[src/rtl/encoder_pkg.sv]
// rtl/encoder_pkg.sv - shared widths, state encoding and priority-mode constants for encoder8to3
package encoder_pkg;
   localparam int CODE_W = 3;
   localparam int REQ_W  = 8;

   localparam bit FIXED = 1'b0;
   localparam bit RR    = 1'b1;

   typedef enum logic {
      EMPTY = 1'b0,
      FULL  = 1'b1
   } state_t;
endpackage

[src/rtl/encoder8to3_pick.sv]
// rtl/encoder8to3_pick.sv - combinational priority pick over the pending vector
module encoder8to3_pick
   import encoder_pkg::*;
(
   input  logic [REQ_W-1:0]  pending,
   input  logic [CODE_W-1:0] start,
   input  logic              mode,
   output logic              found,
   output logic [CODE_W-1:0] index,
   output logic [REQ_W-1:0]  mask
);

   logic [CODE_W-1:0] base;
   logic [CODE_W-1:0] idx;

   always_comb begin
      base  = (mode == RR) ? start : '0;
      found = 1'b0;
      index = '0;
      idx   = '0;
      // Walk offsets from far to near so the nearest set bit after base wins.
      for (int k = REQ_W - 1; k >= 0; k--) begin
         idx = base + CODE_W'(k);
         if (pending[idx]) begin
            found = 1'b1;
            index = idx;
         end
      end
      mask = found ? (REQ_W'(1) << index) : '0;
   end

endmodule

[src/rtl/encoder8to3.sv]
// rtl/encoder8to3.sv - pending-request encoder with one-entry valid/ready output stage
module encoder8to3
   import encoder_pkg::*;
#(
   parameter int RR_MODE = 0
) (
   input  logic              clk,
   input  logic              rst,
   input  logic [REQ_W-1:0]  req,
   input  logic              out_ready,
   output logic              out_valid,
   output logic [CODE_W-1:0] code,
   output logic [REQ_W-1:0]  onehot,
   output logic [REQ_W-1:0]  pending,
   output logic [7:0]        drop_cnt
);

   state_t            state;
   state_t            state_next;
   logic [CODE_W-1:0] last_code;
   logic              found;
   logic [CODE_W-1:0] pick_idx;
   logic [REQ_W-1:0]  pick_mask;
   logic              load;
   logic              xfer;
   logic [REQ_W-1:0]  load_mask;
   logic              drop_any;

   encoder8to3_pick u_pick (
      .pending (pending),
      .start   (last_code + CODE_W'(1)),
      .mode    ((RR_MODE != 0) ? RR : FIXED),
      .found   (found),
      .index   (pick_idx),
      .mask    (pick_mask)
   );

   always_ff @(posedge clk) begin
      if (rst) begin
         state <= EMPTY;
      end else begin
         state <= state_next;
      end
   end

   always_comb begin
      state_next = state;
      case (state)
         EMPTY:   if (found) state_next = FULL;
         FULL:    if (out_ready && !found) state_next = EMPTY;
         default: state_next = EMPTY;
      endcase
   end

   always_comb begin
      xfer      = (state == FULL) && out_ready;
      load      = found && ((state == EMPTY) || out_ready);
      load_mask = load ? pick_mask : '0;
      // A request on a bit that stays pending is merged and counted as dropped.
      drop_any  = |(req & pending & ~load_mask);
   end

   assign out_valid = (state == FULL);

   always_ff @(posedge clk) begin
      if (rst) begin
         pending   <= '0;
         code      <= '0;
         onehot    <= '0;
         drop_cnt  <= '0;
         last_code <= CODE_W'(7);
      end else begin
         pending <= (pending & ~load_mask) | req;
         if (load) begin
            code      <= pick_idx;
            onehot    <= pick_mask;
            last_code <= pick_idx;
         end else if (xfer) begin
            onehot <= '0;
         end
         if (drop_any && (drop_cnt != 8'hFF)) begin
            drop_cnt <= drop_cnt + 8'd1;
         end
      end
   end

endmodule

[config.mk]
export PLATFORM = sky130hd
export DESIGN_NAME = encoder8to3
export DESIGN_NICKNAME = d
export VERILOG_FILES = /design/src/rtl/encoder_pkg.sv /design/src/rtl/encoder8to3_pick.sv /design/src/rtl/encoder8to3.sv
export SDC_FILE = /design/constraint.sdc
export NUM_CORES = 1
export LEC_CHECK = 0
export ABC_AREA = 0
export ABC_CLOCK_PERIOD_IN_PS = 2200
export CAP_MARGIN = 0
export CORE_ASPECT_RATIO = 0.8
export CORE_MARGIN = 1.5
export CORE_UTILIZATION = 42
export DETAILED_ROUTE_END_ITERATION = 8
export PLACE_DENSITY = 0.79
export SKIP_CTS_REPAIR_TIMING = 1
export SYNTH_ARGS = -nofsm -noshare
export SYNTH_HDL_FRONTEND = slang
export SYNTH_SLANG_ARGS = --single-unit
[constraint.sdc]
create_clock -name clk -period 2.2 [get_ports clk]
set_input_delay 0.44 -clock clk [delete_from_list [all_inputs] [get_ports clk]]
set_output_delay 0.44 -clock clk [all_outputs]
set_load 0.05 [all_outputs]
==> run summary <==
## Global route
* **global-route wire length before repair** 5.80 mm
* **largest net degree at the start of global routing** 16
* **overflow left after global routing** 0
* **overall fraction of global-route tracks in use** 0.213
* **antenna violations before repair** 0
* **number of global-route vias before repair** 1236

## Final layout
* **signed area change from the synthesized netlist to the final layout** 49.6%
* **number of nets at the end of the flow** 234
* **area of combinational cells with multiple inputs** 772 sq um
* **antenna diode count** 0
* **sequential standard cell area** 572 sq um
* **fraction of the core area covered by cells at the end of the flow** 0.657
* **share of layout cells above drive strength 1** 0.208
* **number of inserted filler cells in the final layout** 246

## Worst setup path
* **Worst Reg-to-Reg Cells** 7
* **launch point of the worst reg-to-reg path** pending[2]$_SDFF_PP0_
* **end of the worst register-to-register path** drop_cnt[4]$_SDFFE_PP0P_
* **data required time at the worst endpoint** 2370 ps
* **Crit Path Max Fanout** 6
* **launching element of the worst setup path** pending[2]$_SDFF_PP0_
* **Register-to-Register Setup Slack** -70 ps
* **data arrival time of the worst path** 2440 ps
* **Worst Setup Start Kind** register
* **Worst setup EP type** register
* **type of the worst setup path** reg -> reg

## Logic synthesis
* **async set or reset register ratio after synthesis** 0
* **library cell occupying the most area in the post-synthesis netlist** sky130_fd_sc_hd__dfxtp_1
* **Syn Std Cell Area** 0.00135 sq mm
* **Synth warnings** 0
* **sequential-to-total area share from yosys stat** 0.414
* **area share of the largest cell type after synthesis** 0.414
* **syn nets** 180
* **Synth area leaders** sky130_fd_sc_hd__dfxtp_1, sky130_fd_sc_hd__a21oi_1, sky130_fd_sc_hd__nor2_1
* **ys flop type** sky130_fd_sc_hd__dfxtp_1
* **post-synthesis cell count** 168
* **FF+latch count, synth** 28
* **Distinct cells, synth** 39
* **count of flip-flops with a built-in enable after synthesis** 0
* **mean post-synth cell area** 8.06 sq um

## Die
* **Die W** 66.5 um
* **effective utilization at floorplan** 0.439
* **die span in y** 53.8 um
* **Site Rows** 18
* **I/O pin cnt** 39
* **full die area** 0.00358 sq mm
* **Core Box Area** 0.00309 sq mm

## Clocking
* **register clock-pin slew on the reported worst setup and hold paths** 90 ps
* **clock tree from TritonCTS** yes
* **Root Buffer Master** sky130_fd_sc_hd__clkbuf_8
* **number of clock buffers inserted by TritonCTS** 3
* **clock insertion delay at the later pin of the skew report** 270 ps
* **deepest clock path buffer count** 2
* **number of H-tree branching levels** 1
* **total clock sinks** 28

## Flow run
* **Max-Cap Viols** 0

## Pwr
* **total power per unit cell area** 636 mW/mm^2
* **part of the total power dissipated in sequential elements** 0.445
* **leakage power summed over all cells** 0.808 nW
* **Max VDD drop** 440 uV
* **switching power summed over all nets** 0.427 mW
* **post-layout power** 1.29 mW
* **clock network fraction of design power** 0.245
* **cell-internal power** 0.862 mW
* **sw frac** 0.332
* **Logic pwr share** 0.311

## Status
* **status** complete, but fails checks
* **violated checks** negative setup slack

## Route
* **Routed Antenna Nets** 0
* **routed via count** 1407
* **initial detailed-routing violation count** 95
* **average via count per standard cell** 5.39
* **drt first pass iters** 4
* **detail-routed net length per standard cell** 14.9 um
* **detailed-route wire length** 3.89 mm
* **DRC violation count after routing** 0

## Timing
* **ratio of final minimum period to clock period** 1.03
* **worst-case setup margin in the final layout** -75.0 ps
* **minimum hold slack** 413 ps
* **Total Neg Setup Slack** -124 ps
* **worst clock skew** 1.58 ps
* **Final Hold Violating Endpoints** 0
* **peak clock frequency supported by timing** 440 MHz
* **Slew HR** 0.657
* **slew at the pin with the worst max-slew slack** 513 ps
* **final number of setup-violating endpoints** 3
* **setup repair after global routing missed its margin** true
* **post-layout minimum cycle time** 2270 ps
* **number of max-slew violations in the final report** 0

## Placed design
* **routability congestion estimate** 0.896
* **number of buffers added on ports** 38
* **total half-perimeter wirelength after legalization and detailed placement** 2.79 mm

## Worst hold path
* **hold worst-path end** pending[0]$_SDFF_PP0_
* **path category of the worst min-delay check** in -> reg
* **hold_sp** req[0]
* **WHS Path Cells** 3

registers in the layout (all words and copies together) (netlist names):
name / flops
pending: 8
drop_cnt: 8
onehot: 8
code: 3
out_valid: 1
logic make-up after synthesis:
kind of cell             Yosys count  share of synthesized area
multiplexers                       4                     0.0351
adder cells (fa/ha/maj)            1                    0.00924
AO/OA/AOI/OAI                     43                      0.191
buffers and inverters             17                     0.0628
AND/OR/NAND/NOR                   75                      0.287
flip-flops                        28                      0.414
layout by cell type, fill, tap and decap left out, types with 3 or more instances in the layout:
cell,count
sky130_fd_sc_hd__o21ai_0,5
sky130_fd_sc_hd__or3_1,5
sky130_fd_sc_hd__buf_4,19
sky130_fd_sc_hd__a21oi_1,20
sky130_fd_sc_hd__nand3_1,4
sky130_fd_sc_hd__inv_1,7
sky130_fd_sc_hd__dlymetal6s2s_1,4
sky130_fd_sc_hd__dfxtp_1,23
sky130_fd_sc_hd__and3_1,3
sky130_fd_sc_hd__clkbuf_8,4
sky130_fd_sc_hd__dfxtp_2,3
sky130_fd_sc_hd__nand2b_1,5
sky130_fd_sc_hd__nor3_1,3
sky130_fd_sc_hd__nor2b_1,5
sky130_fd_sc_hd__clkdlybuf4s50_1,34
sky130_fd_sc_hd__a22oi_1,4
sky130_fd_sc_hd__nand2_1,13
sky130_fd_sc_hd__nor2_1,23
worst max path at each step:
stage                                          end  slack (ps)  cells past startpoint
final                     drop_cnt[4]$_SDFFE_PP0P_         -70                      7
after global routing      drop_cnt[4]$_SDFFE_PP0P_        -140                      7
after CTS                 drop_cnt[4]$_SDFFE_PP0P_        -340                      7
after detailed placement  drop_cnt[4]$_SDFFE_PP0P_        -620                      7
after global placement    drop_cnt[4]$_SDFFE_PP0P_        -550                      7
after floorplan           drop_cnt[4]$_SDFFE_PP0P_        -150                      8
metal layers:
| metal | up-vias | track usage | share of wire |
|---|---|---|---|
| li1 | 697 | - | - |
| met4 | 0 | 0.0340 | 0.0093 |
| met1 | 665 | 0.289 | 0.45 |
| met3 | 4 | 0.0502 | 0.054 |
| met2 | 41 | 0.353 | 0.48 |
| met5 | - | 0 | 0 |
Yosys cell counts, drive strengths merged, types with 2 or more instances:
cell type and number:
nor3 3, o21ai 7, buf 5, and3 3, inv 8, nand2b 6
a211oi 2, nor4 2, nand3 5, a22oi 4, dfxtp 28, mux2 3
nand2 13, or4 2, clkbuf 4, or3 5, nor2 25, o311a 2
nor2b 5, a21oi 21
critical path, cell delays in order (launching register included):
cell and delay (ps):
sky130_fd_sc_hd__dfxtp_4 380, sky130_fd_sc_hd__buf_4 170, sky130_fd_sc_hd__inv_4 70, sky130_fd_sc_hd__a31oi_1 100, sky130_fd_sc_hd__or4_4 570, sky130_fd_sc_hd__nor4_4 330
sky130_fd_sc_hd__and3b_2 260, sky130_fd_sc_hd__mux2_4 300
final cells by class:
cell class,count,area share
multi-input combinational,123,0.381
sequential,28,0.282
timing repair buffer,58,0.269
clock buffer,4,0.0272
tap,40,0.0247
inverter,8,0.0161
through the flow:
stage / setup slack, ps / cell area, sq um / std cells
6_report: -75.0 / 2030 / 261
2_1_floorplan: -154 / 1360 / 168
5_1_grt: -136 / 2030 / 261
3_5_place_dp: -616 / 1870 / 255
4_1_cts: -345 / 1930 / 259
3_3_place_gp: -548 / 1870 / 255
power by group through the flow:
stage | Combinational, mW | Clock [mW] | Sequential, mW
2_1_floorplan | 0.128 | 0 | 0.684
3_3_place_gp | 0.365 | 0 | 0.580
3_5_place_dp | 0.372 | 0 | 0.580
4_1_cts | 0.373 | 0.323 | 0.569
5_1_grt | 0.427 | 0.342 | 0.579
6_report | 0.400 | 0.316 | 0.573
(Power assumes the default switching activity.)
